<file path="src/rtl/multi_phase_traffic_controller.sv">
// Multi-phase traffic signal controller: round-robin GREEN/YELLOW/ALL_RED
// sequencing with pedestrian walk service, gap-out and emergency preemption.
module multi_phase_traffic_controller #(
  parameter int NUM_PHASES   = 4,
  parameter int GREEN_TIME   = 128,
  parameter int MIN_GREEN    = 16,
  parameter int YELLOW_TIME  = 8,
  parameter int ALL_RED_TIME = 2,
  parameter int WALK_TIME    = 30,
  parameter int TIMER_W      = 8
) (
  input  logic                            clk,
  input  logic                            reset_n,
  input  logic [NUM_PHASES-1:0]           ped_req,
  input  logic                            emerg_req,
  input  logic [$clog2(NUM_PHASES)-1:0]   emerg_phase,
  output logic [2*NUM_PHASES-1:0]         phase_light,
  output logic [NUM_PHASES-1:0]           walk,
  output logic [$clog2(NUM_PHASES)-1:0]   active_phase,
  output logic [NUM_PHASES-1:0]           ped_pending
);

  localparam int PW = $clog2(NUM_PHASES);

  localparam logic [PW-1:0]      LAST     = PW'(NUM_PHASES - 1);
  localparam logic [TIMER_W-1:0] T_ONE    = TIMER_W'(1);
  localparam logic [TIMER_W-1:0] T_GREEN  = TIMER_W'(GREEN_TIME);
  localparam logic [TIMER_W-1:0] T_MIN    = TIMER_W'(MIN_GREEN);
  localparam logic [TIMER_W-1:0] T_YELLOW = TIMER_W'(YELLOW_TIME);
  localparam logic [TIMER_W-1:0] T_ALLRED = TIMER_W'(ALL_RED_TIME);
  localparam logic [TIMER_W-1:0] T_WALK   = TIMER_W'(WALK_TIME);
  // Timer value at which MIN_GREEN cycles of green have elapsed.
  localparam logic [TIMER_W-1:0] GAP_AT   = TIMER_W'(GREEN_TIME - MIN_GREEN + 1);

  localparam logic [1:0] L_RED    = 2'b00;
  localparam logic [1:0] L_YELLOW = 2'b01;
  localparam logic [1:0] L_GREEN  = 2'b10;

  typedef enum logic [1:0] {
    S_GREEN   = 2'd0,
    S_YELLOW  = 2'd1,
    S_ALL_RED = 2'd2
  } state_t;

  state_t                state, state_d;
  logic [PW-1:0]         phase, phase_d, next_rr;
  logic [TIMER_W-1:0]    timer, timer_d, t_eff;
  logic [TIMER_W-1:0]    walk_cnt, walk_cnt_d;
  logic                  held, held_d;
  logic                  resumed, resumed_d;
  logic [NUM_PHASES-1:0] pending, pending_d, sel, clear_mask;
  logic                  emerg_valid, hold_here, preempt, gap_ok, other_pending, walk_on;

  // Out-of-range emergency phases are ignored; with a power-of-two phase count
  // every encoding is in range.
  if ((2 ** PW) == NUM_PHASES) begin : g_full
    assign emerg_valid = emerg_req;
  end else begin : g_partial
    assign emerg_valid = emerg_req && (emerg_phase < PW'(NUM_PHASES));
  end

  // Per-cycle decision terms derived from current state and inputs.
  always_comb begin
    next_rr       = (phase == LAST) ? '0 : phase + 1'b1;
    sel           = NUM_PHASES'(1) << phase;
    hold_here     = (state == S_GREEN) && emerg_valid && (emerg_phase == phase);
    preempt       = (state == S_GREEN) && emerg_valid && (emerg_phase != phase);
    // On the first cycle after an emergency hold is released the timer
    // behaves as if reloaded with MIN_GREEN, so that cycle counts toward it.
    t_eff         = (held && !hold_here) ? T_MIN : timer;
    gap_ok        = (t_eff <= GAP_AT) || resumed || held;
    other_pending = |(pending & ~sel);
    walk_on       = (state == S_GREEN) && (walk_cnt != '0) && !hold_here;
  end

  // Next-state, timer and walk-counter logic for the signal sequence.
  always_comb begin
    state_d    = state;
    phase_d    = phase;
    timer_d    = timer;
    walk_cnt_d = walk_cnt;
    held_d     = held;
    resumed_d  = resumed;
    clear_mask = '0;
    unique case (state)
      S_GREEN: begin
        if (hold_here) begin
          held_d     = 1'b1;
          walk_cnt_d = '0;
        end else if (preempt || (t_eff == T_ONE) || (gap_ok && other_pending)) begin
          state_d    = S_YELLOW;
          timer_d    = T_YELLOW;
          walk_cnt_d = '0;
          held_d     = 1'b0;
          resumed_d  = 1'b0;
        end else begin
          timer_d = t_eff - 1'b1;
          if (walk_cnt != '0) begin
            walk_cnt_d = walk_cnt - 1'b1;
          end
          if (held) begin
            held_d    = 1'b0;
            resumed_d = 1'b1;
          end
        end
      end
      S_YELLOW: begin
        if (timer == T_ONE) begin
          state_d = S_ALL_RED;
          timer_d = T_ALLRED;
        end else begin
          timer_d = timer - 1'b1;
        end
      end
      S_ALL_RED: begin
        if (timer == T_ONE) begin
          state_d = S_GREEN;
          timer_d = T_GREEN;
          if (emerg_valid) begin
            phase_d = emerg_phase;
          end else begin
            phase_d = next_rr;
            if (pending[next_rr]) begin
              walk_cnt_d = T_WALK;
              clear_mask = NUM_PHASES'(1) << next_rr;
            end
          end
        end else begin
          timer_d = timer - 1'b1;
        end
      end
      default: begin
        state_d = S_GREEN;
        timer_d = T_GREEN;
      end
    endcase
  end

  // Pedestrian latch: presses are ignored while that phase is walking; a
  // grant clears the bit on the same edge that starts the walk.
  always_comb begin
    pending_d = (pending | (ped_req & ~walk)) & ~clear_mask;
  end

  // State registers with asynchronous active-low reset to phase 0 green.
  always_ff @(posedge clk or negedge reset_n) begin
    if (!reset_n) begin
      state    <= S_GREEN;
      phase    <= '0;
      timer    <= T_GREEN;
      walk_cnt <= '0;
      held     <= 1'b0;
      resumed  <= 1'b0;
      pending  <= '0;
    end else begin
      state    <= state_d;
      phase    <= phase_d;
      timer    <= timer_d;
      walk_cnt <= walk_cnt_d;
      held     <= held_d;
      resumed  <= resumed_d;
      pending  <= pending_d;
    end
  end

  // Output decode: only the owning phase may be non-RED.
  always_comb begin
    phase_light = '0;
    for (int unsigned i = 0; i < NUM_PHASES; i++) begin
      if (phase == PW'(i)) begin
        unique case (state)
          S_GREEN:  phase_light[2*i +: 2] = L_GREEN;
          S_YELLOW: phase_light[2*i +: 2] = L_YELLOW;
          default:  phase_light[2*i +: 2] = L_RED;
        endcase
      end
    end
    walk         = walk_on ? sel : '0;
    active_phase = phase;
    ped_pending  = pending;
  end

endmodule

</file>
<file path="config.mk">
export PLATFORM = sky130hd
export DESIGN_NAME = multi_phase_traffic_controller
export DESIGN_NICKNAME = d
export VERILOG_FILES = /design/src/rtl/multi_phase_traffic_controller.sv
export SDC_FILE = /design/constraint.sdc
export NUM_CORES = 1
export LEC_CHECK = 0
export BUFFER_PORTS_ARGS = -buffer_cell sky130_fd_sc_hd__buf_2
export CAP_MARGIN = 15
export CORE_UTILIZATION = 53
export DETAILED_ROUTE_END_ITERATION = 8
export GPL_ROUTABILITY_DRIVEN = 1
export GPL_TIMING_DRIVEN = 0
export MAX_ROUTING_LAYER = met4
export PLACE_DENSITY = 0.76
export SYNTH_ARGS = -nofsm -noshare
export SYNTH_HDL_FRONTEND = slang
export SYNTH_SLANG_ARGS = --single-unit
</file>
<file path="constraint.sdc">
create_clock -name clk -period 6.5 [get_ports clk]
set_input_delay 0.975 -clock clk [delete_from_list [all_inputs] [get_ports clk]]
set_output_delay 0.975 -clock clk [all_outputs]
set_load 0.05 [all_outputs]
</file>
Yosys cells after proc, flatten, opt, wreduce, memory -nomap -nowiden
Cells that the tools add are included.
{ "op_classes": {"addsub": 4, "magnitude_cmp": 2, "n_eq_ne": 16, "shift": 2, "muxes": 35, "bitwise_logic": 8, "reduce_logical": 22} }
{ "op_table": {"columns": ["cell", "n"], "rows": [
  ["2-to-1 mux 8 bit", 11],
  ["one-hot mux 8 bit (3 select lines)", 1],
  ["subtractor 8 x 1 -> 8 bit, second input constant", 3],
  ["2-to-1 mux 2 bit", 10],
  ["2-to-1 mux 4 bit", 5],
  ["equality test 8 x 1 -> 1 bit, second input constant", 2],
  ["one-hot mux 8 bit (2 select lines)", 1],
  ["bitwise AND 4 bit", 3],
  ["inverter 4 bit", 3],
  ["!= test 2 bit, second input constant", 5],
  ["<= comparator 8 x 7 -> 1 bit, second input constant", 1],
  ["nonzero test 8 bit", 1],
  ["left shift 1 x 2 -> 4 bit, first input constant", 2],
  ["logical AND 1 bit", 7],
  ["equality test 2 bit, second input constant", 3],
  ["one-hot mux 2 bit (3 select lines)", 1],
  ["AND reduction 5 bit", 1],
  ["equality test 2 x 1 -> 1 bit, second input constant", 2],
  ["logical NOT 2 bit", 2],
  ["logical OR 1 bit", 4],
  ["2-to-1 mux 1 bit", 4],
  ["!= test 4 x 2 -> 1 bit, second input constant", 1],
  ["bitwise OR 4 bit", 1],
  ["one-hot mux 2 bit (2 select lines)", 1],
  ["13 further kinds", 14]
]} }
{ "word_totals": {"regBits": 26, "inputBits": 9, "out_inout_bits": 18, "word_cells": 96} }

Logic depth before layout (Yosys ltp)
{ "depth": {"depth_word": 14, "depth_mapped": 14} }

Worst setup path before layout
No wires, ideal clock.
{ "synth_timing": {"kind": "input port to flip-flop", "from": "in emerg_req", "to": "reg timer[5]", "arrival_ns": 3.950, "t_required_ns": 6.401, "slack_ns": 2.451, "path_stages": 12, "path_cell_list": "clkbuf_1 nor3b_1 nand3_1 nand2_1 nand2_1 ha_1 or2_1 a2111oi_2 a211oi_2 nor4_2 nand2b_1 a311oi_1"} }
{ "synth_between": {"elab_chain_len": 13, "elab_cells_between_ends": 18, "classes_between": "add/sub (1); order compare (1); eq/ne (2); mux (4); reduce/logical (10)"} }
{ "synth_rtl": {"columns": ["element", "line_no", "rtl"], "rows": [
  ["start, declared", "15", "input logic emerg_req,"],
  ["logical AND 1 bit *", "66, 67", null],
  ["logical AND 1 bit", "66", "hold_here = (state == S_GREEN) && emerg_valid && (emerg_phase == phase);"],
  ["logical NOT 1 bit", "70", "t_eff = (held && !hold_here) ? T_MIN : timer;"],
  ["logical AND 1 bit", "70", null],
  ["2-to-1 mux 8 bit", "70", null],
  ["<= comparator 8 x 7 -> 1 bit", "71", "gap_ok = (t_eff <= GAP_AT) || resumed || held;"],
  ["logical OR 1 bit (2 in series)", "71", null],
  ["logical AND 1 bit", "90", "end else if (preempt || (t_eff == T_ONE) || (gap_ok && other_pending)) begin"],
  ["logical OR 1 bit", "90", null],
  ["2-to-1 mux 8 bit", "90", null],
  ["2-to-1 mux 8 bit", "87", "if (hold_here) begin"],
  ["one-hot mux 8 bit (3 select lines)", "85", "unique case (state)"],
  ["end signal, assigned", "158", "timer <= timer_d;"],
  ["end, declared", "47", "logic [TIMER_W-1:0] timer, timer_d, t_eff;"]
]} }
Mark *: on every way between the ends. The rest lies on a longest branch, timed or not. The select of a mux whose other input is x is not followed.
A chain may end at the register's enable or synchronous reset.

Worst setup path in the final report
Same ends and word-level chain as after synthesis.

==> key figures <==
Run status
  – Status: completed

Clock tree
  – CTS buffer count: 3
  – CTS H-tree depth: 1
  – Clk sink count: 26
  – Post-CTS Setup Bufs: 0
  – CTS max path bufs: 2
  – Number of buffers inserted by hold repair at cts: 0
  – CTS tree: yes
  – Root Buffer Master: clkbuf_8
  – Cts repair resizes: 0
  – Clk_lat worst skew: roughly 0.28 ns
  – Clk slew on worst S/H paths: 0.10 ns

Power
  – Power density cells: between 400 and 500 mW/mm2
  – Switching power: around 0.00052 W
  – Clock share of power: 0.131
  – Pint: 0.000535 W
  – LEAKAGE: 1.00 nW
  – Overall power: 0.00106 W
  – Maximum VDD drop: 320 uV
  – Sequential share of power: 0.276
  – Switching share of power: 0.495
  – Combinational power share: 0.593

Place
  – Placed instance area: about 0.0022 mm2
  – Final GP Congestion: 0.885
  – Port Buffer Count: 25
  – Post-DP HPWL: 3500 um

Timing
  – Relative slew slack: 0.508
  – Maximum clock rate: around 210 MHz
  – Final worst-path cycle share: 0.725
  – Slew @ Worst Pin: 0.730 ns
  – Setup TNS: 0 ns
  – Final Slew Violations: 0
  – Final Setup Violations: 0
  – Fin. Hold Viols: 0
  – Period minus WS final: 4.71 ns
  – RSZ-0062 raised after global routing: false
  – Layout Skew: 0.00534 ns

Logic synthesis
  – Synth Cell Area: 0.00202 mm2
  – Top cell type's share of synthesized area: 0.310
  – Post-synth ARST share: 1.00
  – Distinct cells, synth: 56
  – Syn. warnings: 0
  – Largest area contributor in the netlist: dfrtp_1
  – Post-synth EDFFs: 0
  – Cells after synthesis: 241
  – Syn_area_per_cell: ~8.4 um2
  – #FFs+latches synth: 26
  – Sequential area share after synthesis: 0.323
  – Syn_nets: 264
  – Main synth FF type: dfrtp_1
  – Area contributors post-synth: dfrtp_1, ha_1, a21oi_1, nand2_1, inv_1

Cells and area
  – Layout cell share with drive strength beyond 1: 0.174
  – Nets: 294
  – Number of diodes: 0
  – Filler instances: between 300 and 400
  – Final core utilization: 0.621
  – Most common cell after layout, fill and taps aside: nand2_1
  – Most frequent cells in the layout: nand2_1, dfrtp_1, buf_2, a21oi_1, inv_1
  – Area Overhead vs Synth: 12.7%
  – Fin area: approximately 0.0023 mm2

Hold path
  – HP Class: flip-flop to flip-flop
  – Hold Path End: walk_cnt[5]$_DFFE_PN0P_
  – Hold_sp: walk_cnt[5]$_DFFE_PN0P_
  – Hold Path Depth: 1

Critical path
  – Critical Path Source Type: input port
  – Path type of the worst setup path: input port to flip-flop
  – Worst path slowest cell: nor3b_1
  – Worst setup startpoint: emerg_req
  – FF-to-FF Start: state[1]$_DFFE_PN0P_
  – WP data required: 6.69 ns
  – Flop2flop setup slack: 2.43 ns
  – CP cell instances: clkbuf_1 -> nor3b_1 -> nand3_1 -> nand2_1 -> nand2_1 -> ha_1 -> or2_1 -> a2111oi_2 -> a211oi_2 -> nor4_2 -> nand2b_1 -> a311oi_1
  – CP peak stage delay: 0.67 ns
  – Worst r2r dst: timer[5]$_DFFE_PN0N_
  – Worst path arrival time: ~4.9 ns
  – Crit path capture type: flip-flop
  – Max FO, Critical Path: 9
  – R2R cell count: 11
  – Critical Path Most Common Cell: nand2_1

Global route
  – Largest net degree at the start of global routing: 27
  – Global-route wire length before repair: 8470 um
  – GRT overflow: 0
  – Initial antenna violation count: 0
  – Total track usage: 0.275
  – Vias in the first global route: about 1900

Die
  – Die Ht: 63.7 um
  – I/O Pins: 27
  – Placeable Area: 0.00366 mm2
  – Die width: 63.7 um
  – Row Count: 22
  – Die ar.: 0.00406 mm2
  – Initial Utilization: 0.551

Detailed routing
  – DRT iter0 DRCs: 83
  – WL final: 4830 um
  – DR pass1 iterations: 5
  – Via count: 1890
  – Post-route DRC: 0
  – Vias per cell: ~5.9
  – Final ANT Viol Nets: 0
  – Routed len/inst: 15.2 um

Run
  – Max-Cap Viols: 0
## metal layers
layer	up-vias	global-route usage	part of all wire	wire, um
met1	899	0.359	0.47	2290
li1	929	-	-	-
met3	4	0.0344	0.050	242
met2	58	0.430	0.46	2240
met4	0	0.111	0.011	51
met5	-	-	0	0
## worst max-delay path, delay by kind of cell
| family | cells | cell delay [ns] |
|---|---|---|
| adders and majority gates | 1 | 0.31 |
| AOI/OAI and AO/OA | 3 | 0.86 |
| and+or+nand+nor | 7 | 2.39 |
| buffers and inverters | 1 | 0.34 |
## power by group through the flow
stage	Clock, W	Sequential [W]	Combinational [W]
2_1_floorplan	0	0.000284	0.000498
3_3_place_gp	0	0.000293	0.000612
3_5_place_dp	0	0.000294	0.000619
4_1_cts	0.000141	0.000291	0.000626
5_1_grt	0.000147	0.000302	0.000710
6_report	0.000139	0.000292	0.000629
## synthesized netlist by cell type, types with 2 or more instances
master	n
nor3_2	2
mux2i_1	2
nor4_1	2
and2_1	7
a211oi_1	2
or4_1	3
o31ai_1	2
nand2b_1	2
nand2_1	29
nor3_1	8
ha_1	14
o22ai_1	3
a21oi_1	23
dfrtp_1	25
o21ai_1	4
buf_6	2
o21ai_0	12
nor2_1	15
o211ai_1	4
nand3_1	7
a2111oi_0	2
clkbuf_1	6
nor4_2	2
nor4b_2	2
inv_1	17
xnor2_1	4
nor2b_1	6
a31oi_1	5
a22oi_1	2
## state kept, by name, indices dropped and copies added (netlist names)
signal,flops
timer,8
walk_cnt,8
ped_pending,4
active_phase,2
state,2
held,1
resumed,1
## cells by family (layout without fill, tap and decap cells)
group,after synthesis,count (layout),synth area share
AND/OR/NAND/NOR,94,94,0.256
AO/OA/AOI/OAI,74,74,0.243
flip-flops,26,26,0.323
buffers and inverters,25,54,0.0540
adder cells (fa/ha/maj),14,14,0.0868
XOR/XNOR,5,5,0.0217
multiplexers,3,3,0.0155
## how the worst max path moves through the flow
| stage | slack, ns | to |
|---|---|---|
| 2_1_floorplan | 2.45 | timer[5]$_DFFE_PN0N_ |
| 3_3_place_gp | 1.60 | timer[5]$_DFFE_PN0N_ |
| 3_5_place_dp | 1.53 | timer[5]$_DFFE_PN0N_ |
| 4_1_cts | 1.78 | timer[5]$_DFFE_PN0N_ |
| 5_1_grt | 1.41 | timer[5]$_DFFE_PN0N_ |
| 6_report | 1.79 | timer[5]$_DFFE_PN0N_ |
## final cells by class
cell class | count | area, um2 | area share
Buffer | 8 | 45.0 | 0.0198
Clock inverter | 1 | 30.0 | 0.0132
Timing Repair Buffer | 25 | 125 | 0.0550
Multi-Input combinational cell | 190 | 1260 | 0.553
Inverter | 17 | 63.8 | 0.0281
Sequential cell | 26 | 652 | 0.287
Clock buffer | 3 | 41.3 | 0.0182
Tap cell | 48 | 60.1 | 0.0264
## stage by stage
| stage | setup WS, ns | hold slack, ns | instances |
|---|---|---|---|
| detailed placement | 1.53 | 0.493 | 314 |
| floorplan | 2.45 | 0.460 | 241 |
| finish | 1.79 | 0.501 | 318 |
| CTS | 1.78 | 0.508 | 318 |
| global placement | 1.60 | 0.491 | 314 |
| global route | 1.41 | 0.534 | 318 |
Note: power is estimated with default switching activity, not from simulation.
